===== src/rtl/grf_scoreboard.sv =====
// Register file for the pipelined core: NUM_RD bypassed read ports, one write port, per-register pending-write counters.
// Optional macro GRF_TRACE_EN enables a simulation write trace.
module grf_scoreboard #(
    parameter int unsigned DATA_W = 32,
    parameter int unsigned ADDR_W = 5,
    parameter int unsigned NUM_RD = 2,
    parameter int unsigned CNT_W  = 2
) (
    input  logic                       clk,
    input  logic                       reset,
    input  logic [NUM_RD*ADDR_W-1:0]   rd_addr,
    output logic [NUM_RD*DATA_W-1:0]   rd_data,
    output logic [NUM_RD-1:0]          rd_busy,
    input  logic                       wr_en,
    input  logic [ADDR_W-1:0]          wr_addr,
    input  logic [DATA_W-1:0]          wr_data,
    input  logic [31:0]                wr_pc,
    input  logic                       mark_en,
    input  logic [ADDR_W-1:0]          mark_addr,
    input  logic                       flush,
    output logic                       sb_ovf
);

    localparam int unsigned NUM_REGS = 2 ** ADDR_W;
    localparam logic [CNT_W-1:0] CNT_MAX = '1;

    logic [DATA_W-1:0]   regFile [NUM_REGS];
    logic [CNT_W-1:0]    pendCnt [NUM_REGS];
    logic [NUM_REGS-1:0] decVec;

    // A write retires one pending mark only if one is outstanding; unmarked writes leave the counter at zero.
    always_comb begin
        decVec = '0;
        for (int r = 1; r < int'(NUM_REGS); r++) begin
            decVec[r] = wr_en && (wr_addr == ADDR_W'(r)) && (pendCnt[r] != '0);
        end
    end

    // Register storage, pending counters and sticky overflow flag.
    always_ff @(posedge clk) begin
        if (!reset) begin
            for (int r = 0; r < int'(NUM_REGS); r++) begin
                regFile[r] <= '0;
                pendCnt[r] <= '0;
            end
            sb_ovf <= 1'b0;
        end else begin
            if (wr_en && (wr_addr != '0)) begin
                regFile[wr_addr] <= wr_data;
            end
            for (int r = 1; r < int'(NUM_REGS); r++) begin
                if (flush) begin
                    pendCnt[r] <= '0;
                end else if (mark_en && (mark_addr == ADDR_W'(r)) && !decVec[r]) begin
                    if (pendCnt[r] == CNT_MAX) begin
                        sb_ovf <= 1'b1;
                    end else begin
                        pendCnt[r] <= pendCnt[r] + CNT_W'(1);
                    end
                end else if (decVec[r] && !(mark_en && (mark_addr == ADDR_W'(r)))) begin
                    pendCnt[r] <= pendCnt[r] - CNT_W'(1);
                end
            end
        end
    end

    // Zero-latency reads; busy looks through a write that retires the last pending mark this cycle.
    always_comb begin
        rd_data = '0;
        rd_busy = '0;
        for (int i = 0; i < int'(NUM_RD); i++) begin
            logic [ADDR_W-1:0] sel;
            sel = rd_addr[i*ADDR_W +: ADDR_W];
            if (sel != '0) begin
                if (wr_en && (wr_addr == sel)) begin
                    rd_data[i*DATA_W +: DATA_W] = wr_data;
                end else begin
                    rd_data[i*DATA_W +: DATA_W] = regFile[sel];
                end
                rd_busy[i] = (pendCnt[sel] - CNT_W'(decVec[sel])) != '0;
            end
        end
    end

`ifdef GRF_TRACE_EN
    always @(posedge clk) begin
        if (reset && wr_en && (wr_addr != '0)) begin
            $display("@%h: $%d <= %h", wr_pc, wr_addr, wr_data);
        end
    end
`else
    logic unusedWrPc;
    assign unusedWrPc = ^wr_pc;
`endif

endmodule


===== config.mk =====
export PLATFORM = sky130hd
export DESIGN_NAME = grf_scoreboard
export DESIGN_NICKNAME = d
export VERILOG_FILES = /design/src/rtl/grf_scoreboard.sv
export SDC_FILE = /design/constraint.sdc
export NUM_CORES = 2
export LEC_CHECK = 0
export BUFFER_PORTS_ARGS = -buffer_cell sky130_fd_sc_hd__buf_2
export CORE_MARGIN = 2
export CORE_UTILIZATION = 58
export DETAILED_ROUTE_END_ITERATION = 10
export GPL_TIMING_DRIVEN = 0
export PLACE_DENSITY_LB_ADDON = 0.25
export SETUP_SLACK_MARGIN = 0.15
export SLEW_MARGIN = 25
export SYNTH_ARGS = -nofsm -noshare
export SYNTH_HDL_FRONTEND = slang
export SYNTH_SLANG_ARGS = --single-unit

===== constraint.sdc =====
create_clock -name clk -period 6.7 [get_ports clk]
set_input_delay 1.34 -clock clk [delete_from_list [all_inputs] [get_ports clk]]
set_output_delay 1.34 -clock clk [all_outputs]
set_load 0.03 [all_outputs]

Yosys cells after proc, flatten, opt, wreduce, memory -nomap -nowiden

Memories as Yosys holds them, arrays and structs flattened.
Cells that the tools add are included.
W data, S select, Z words.

Bits in registers: 1
Bits in latches: 0
Bits in writable memories: 1088
Memory bits (read-only): 0
Input port bits: 89
Output and inout port bits: 67
Word-level logic and storage cells: 1046
Memories: 2

$add $sub $neg: 64
Multiply operators: 0
Div/mod/pow operators: 0
Magnitude comparators: 2
Equality and inequality tests: 95
Shifts and indexed selects: 0
Muxes and demuxes: 532
Bitwise gates (word level): 93
Reductions and logical operators: 257

Memories:

| name    | words | bits a word | rd ports | clocked after Yosys merged registers in | write ports | line | RTL |
|---|---|---|---|---|---|---|---|
| regFile | 32    | 32          | 2        | 0                                       | 32          | 27   | `logic [DATA_W-1:0] regFile [NUM_REGS];` |
| pendCnt | 32    | 2           | 33       | 0                                       | 32          | 28   | `logic [CNT_W-1:0] pendCnt [NUM_REGS];` |

Operators with widths:

| cell                  | number |
|---|---|
| $mux W1               | 431 |
| $mux W2               | 93 |
| $eq A5 B5 Y1 const B  | 32 |
| $mux W32              | 5 |
| $logic_and A1 B1 Y1   | 158 |
| $or A1 B1 Y1          | 93 |
| $eq A5 B4 Y1 const B  | 16 |
| $reduce_bool A2 Y1    | 33 |
| $add A2 B1 Y2 const B | 31 |
| $eq A2 B2 Y1 const B  | 31 |
| $logic_not A1 Y1      | 62 |
| $sub A2 B1 Y2 const B | 31 |
| $eq A5 B3 Y1 const B  | 8 |
| $reduce_or A32 Y1     | 1 |
| $eq A5 B2 Y1 const B  | 4 |
| $reduce_bool A5 Y1    | 3 |
| $lt A5 B6 Y1 const B  | 2 |
| $bmux W1 S5           | 2 |
| $eq A5 B1 Y1 const B  | 2 |
| $eq A5 B5 Y1          | 2 |
| $mux W5               | 1 |
| $sub A2 B1 Y2         | 2 |

Longest topological paths before layout

Depth after elaboration: 113
Gate-level depth with buffers: 10
Mapped depth without buffers: 9

Worst setup path before layout

Ideal clock, no wire load.

Path type: input to output
Start point: input port rd_addr[0]
End point: output port rd_busy[0]
Arrival: 3883 ps
Required time: 5360 ps
Path slack: 1477 ps
Stages on the path: 7
Buffers on the path: 3
Cells stage by stage: buf_2 > buf_2 > buf_1 > mux4_2 > mux4_2 > xnor2_1 > a32oi_1

Longest elaborated chain between the ends: 5
Elaborated cells on any way between the ends: 7
Classes of those cells: 1 x add/sub; 3 x mux; 2 x reduce/logical; 1 x memory

RTL lines:

| what                          | line | RTL |
|---|---|---|
| start, declared               | 11   | `input logic [NUM_RD*ADDR_W-1:0] rd_addr,` |
| $bmux W1 S5                   | 80   | `rd_busy[i] = (pendCnt[sel] - CNT_W'(decVec[sel])) != '0;` |
| $mux W1 (implied by the code) | 80   |  |
| $sub A2 B1 Y2                 | 80   |  |
| $reduce_bool A2 Y1            | 80   |  |
| $mux W1 *                     | 74   | `if (sel != '0) begin` |
| end, declared                 | 13   | `output logic [NUM_RD-1:0] rd_busy,` |

Every way passes the cells marked *; elsewhere a longest branch is shown, timed or not. The select of a mux whose other input is x is not followed.

Worst setup path after layout

Start point: input port rd_addr[0]
End point: output port rd_data[28]

Longest elaborated chain between the ends: 4
Elaborated cells on any way between the ends: 6
Classes of those cells: 1 x eq/ne; 2 x mux; 2 x reduce/logical; 1 x memory

RTL lines:

| what                                                    | line | RTL |
|---|---|---|
| branches (longest 3 deep; another with $mem_v2 Z32 W32) | --   |  |
| $mux W32 *                                              | 74   |  |
| end, declared                                           | 12   | `output logic [NUM_RD*DATA_W-1:0] rd_data,` |

Mark *: on every way between the ends.

==> impl_metrics.tcl <==
set metrics [dict create \
    finalSetupViolations 2 \
    layout_min_cycle_time_ns 6.82 \
    routed_wire_length_per_instance_um 41.4 \
    final-max-slew-violation-count 0 \
    instances_no_fill 5917 \
    worstPathCellList "buf_2, buf_2, buf_2, nand2_1, a2111oi_0, nand3_2, clkbuf_1, a211oi_1, buf_2" \
    finalWeightedCongestion 1.07 \
    number_of_buffers_added_for_setup_after_cts 0 \
    route.vias.total 43445 \
    yosys_most_used_dff "sky130_fd_sc_hd__edfxtp_1" \
    area_delta_synth_final_pct 13.6 \
    post_detailed_placement_cell_area_mm2 0.0659 \
    dp_cells 5706 \
    crit_path_start_kind "primary input" \
    ant_nets 0 \
    nets 4584 \
    synthesis.area_mm2 0.0614 \
    dpl_worst_slack_ns -0.327 \
    height_of_the_die_um 329 \
    floorplan.initialDensity_pct 58.4 \
    cts_num_sinks 1087 \
    ys_types 64 \
    timing.hold.worst.class "flop to flop" \
    min_period_over_period_pct 102 \
    max_slew_margin_pct 19.8 \
    core_area_mm2 0.105 \
    grt_setup_unrepaired "true" \
    detail_route.vias_per_cell 7.34 \
    p_per_area_mw_per_mm2 248 \
    worstSkewPairLatency_ns 0.75 \
    remaining_drc_errors 0 \
    setup_tns_ns -0.122 \
    total_half_perimeter_wirelength_after_legalization_and_detailed_placement_um 183000 \
    dieArea_mm2 0.108 \
    floorplan.rows 119 \
    cp_top_family "buffers and inverters" \
    final_layout_size_suffix_gt1_share_pct 27.0 \
    clock-root-buffer "sky130_fd_sc_hd__clkbuf_16" \
    io_buffers 115 \
    critical-path-slowest-cell "sky130_fd_sc_hd__a211oi_1" \
    required_ns 5.36 \
    cts_htree_levels 3 \
    ys.warnings.count 0 \
    grt_first_pass_wirelength_um 331000 \
    worst_slack_ns -0.117 \
    path_max_fanout 10 \
    cts-buffers-inserted 114 \
    crit_buf_inv 5 \
    grt_remaining_overflow 0 \
    final_cell_mix "sky130_fd_sc_hd__edfxtp_1 (1086), sky130_fd_sc_hd__and2_1 (995), sky130_fd_sc_hd__mux4_2 (676)" \
    drt_iter0_markers 7780 \
    synth_enable_flop_cells 1086 \
    ir_worst_vdd_uv 249 \
    path_class "primary input to output port" \
    outcome "finished, violations left" \
    postSynthAreaPerCell_um2 15.0 \
    tritoncts "yes" \
    maximum_buffer_depth_of_the_clock_tree 3 \
    worst-slew-pin-transition_ns 1.20 \
    syn_inst_count 4103 \
    detailedRoute.firstPassIterationCount 6 \
    via_count_of_the_first_global_routing_pass 41892 \
    ioPinCount 156 \
    grtUsageTotal_pct 45.7 \
    clkTransAtPathRegs_ns 0.07 \
    postSynth.asyncResetShare_pct 0 \
    p_leak_nw 24.0 \
    timing.critical_path.slowest_cell_delay_ns 0.81 \
    worst_setup_path_end_kind "output port" \
    violated_checks "negative setup slack" \
    final-hold-violation-count 0 \
    cts-hold-fix-buffers 0 \
    max_freq_mhz 147 \
    stdcell_area_mm2 0.0697 \
    layout.cells.most_common "sky130_fd_sc_hd__edfxtp_1" \
    routed_wirelength_um 245000 \
    number_of_antenna_violations_at_the_first_check_in_global_routing 11 \
    die_w_um 329 \
    critical-path-top-cell-by-count "sky130_fd_sc_hd__buf_2" \
    seq_area_frac_synth_pct 53.2 \
    max_cap_violations 0 \
    clock_skew_ns 0.0170 \
    worst_ep_arrival_time_ns 5.48 \
    grt_start_max_net_pins 34 \
    synth.ff_latch_count 1087 \
]
## through the flow
stage	power [mW]	hold WS, ns	utilization [%]
6_report	17.3	0.611	66.3
5_1_grt	17.5	0.649	66.3
4_1_cts	17.0	0.616	66.2
3_5_place_dp	10.9	0.606	62.7
3_3_place_gp	10.8	0.596	60.7
2_1_floorplan	9.65	0.573	-
## final timing paths
| check | startpoint | endpoint | slack (ns) | depth (start not counted) |
|---|---|---|---|---|
| max | rd_addr[0] | rd_data[28] | -0.12 | 9 |
| min | pendCnt[1][0] | pendCnt[1][0] | 0.61 | 1 |
| min reg2reg | pendCnt[1][0] | pendCnt[1][0] | 0.61 | 1 |
| max reg2reg | pendCnt[4][0] | sb_ovf | 3.88 | 7 |
## registers in the layout (all words and copies together) (netlist names)
name     count
pendCnt     62
regFile   1024
sb_ovf       1
## power by group
group | leakage [nW] | internal [mW] | switching, mW | total [mW]
sequential | 10.5 | 7.85 | 0.211 | 8.06
combinational | 11.9 | 1.10 | 1.78 | 2.88
clock | 1.74 | 3.53 | 2.78 | 6.31
## synth_stat cells (3+ instances only)
library cell / number / area share [%]
sky130_fd_sc_hd__or3_1: 18 / 0.18
sky130_fd_sc_hd__a32oi_1: 4 / 0.057
sky130_fd_sc_hd__nand2_1: 75 / 0.46
sky130_fd_sc_hd__nor3b_1: 3 / 0.037
sky130_fd_sc_hd__buf_1: 53 / 0.32
sky130_fd_sc_hd__nand4b_1: 3 / 0.043
sky130_fd_sc_hd__edfxtp_1: 1086 / 53
sky130_fd_sc_hd__and3b_1: 3 / 0.043
sky130_fd_sc_hd__and2_1: 995 / 10
sky130_fd_sc_hd__a22o_1: 3 / 0.043
sky130_fd_sc_hd__nor4_1: 12 / 0.12
sky130_fd_sc_hd__a211oi_1: 68 / 0.83
sky130_fd_sc_hd__nor3_1: 82 / 0.67
sky130_fd_sc_hd__a31oi_1: 10 / 0.10
sky130_fd_sc_hd__buf_2: 29 / 0.24
sky130_fd_sc_hd__nor2_1: 209 / 1.3
sky130_fd_sc_hd__a2111oi_0: 4 / 0.057
sky130_fd_sc_hd__nor4b_1: 6 / 0.086
sky130_fd_sc_hd__xor2_1: 6 / 0.086
sky130_fd_sc_hd__ha_1: 62 / 1.3
sky130_fd_sc_hd__and3_1: 7 / 0.071
sky130_fd_sc_hd__o22ai_1: 7 / 0.071
sky130_fd_sc_hd__nand3_1: 21 / 0.17
sky130_fd_sc_hd__or4_1: 5 / 0.061
sky130_fd_sc_hd__o32ai_1: 3 / 0.043
sky130_fd_sc_hd__xnor2_1: 6 / 0.086
sky130_fd_sc_hd__o21ai_0: 38 / 0.31
sky130_fd_sc_hd__clkbuf_1: 337 / 2.1
sky130_fd_sc_hd__mux4_2: 676 / 25
sky130_fd_sc_hd__mux2i_1: 80 / 1.3
sky130_fd_sc_hd__a21oi_1: 38 / 0.31
sky130_fd_sc_hd__nor2b_1: 5 / 0.051
sky130_fd_sc_hd__o2111ai_1: 3 / 0.043
sky130_fd_sc_hd__o31ai_1: 6 / 0.073
sky130_fd_sc_hd__o211ai_1: 5 / 0.061
sky130_fd_sc_hd__o22a_1: 4 / 0.057
sky130_fd_sc_hd__or3b_2: 3 / 0.043
sky130_fd_sc_hd__nand2b_1: 9 / 0.092
sky130_fd_sc_hd__or2_2: 3 / 0.031
sky130_fd_sc_hd__nand3b_1: 10 / 0.12
sky130_fd_sc_hd__nand4_1: 5 / 0.051
sky130_fd_sc_hd__inv_1: 75 / 0.46
## layer usage
metal / up-vias / wire length [um] / track usage, %
li1: 16496 / - / -
met1: 21846 / 77300 / 56.0
met2: 4126 / 106000 / 66.4
met3: 971 / 35000 / 14.8
met4: 6 / 26400 / 38.2
met5: - / 31 / 0
## layout make-up
| type | instances | area, um^2 |
|---|---|---|
| Antenna cell | 5 | 12.5 |
| Buffer | 420 | 1760 |
| Clock buffer | 139 | 2950 |
| Clock inverter | 65 | 626 |
| Fill cell | 7354 | 35400 |
| Inverter | 76 | 288 |
| Multi-Input combinational cell | 2551 | 27500 |
| Sequential cell | 1087 | 32600 |
| Tap cell | 1391 | 1740 |
| Timing Repair Buffer | 183 | 2260 |
## kinds of logic (layout without fill, tap and decap cells)
family,count (synthesis),after routing,synth area share (%)
and+or+nand+nor,1482,1482,13.9
other,1,37,0.00611
muxes,758,758,26.1
xor gates and xnor gates,12,12,0.171
DFF,1087,1087,53.2
adders and majority gates,62,62,1.26
AOI/OAI and AO/OA,205,205,2.27
buffers and inverters,496,883,3.10
## what timing repair did
action / in CTS / in global routing
gates resized for setup: 17 / 22
pin swaps: 0 / 0
setup endpoints to repair: 36 / 32
No activity file was read; power rests on OpenSTA's default activity.
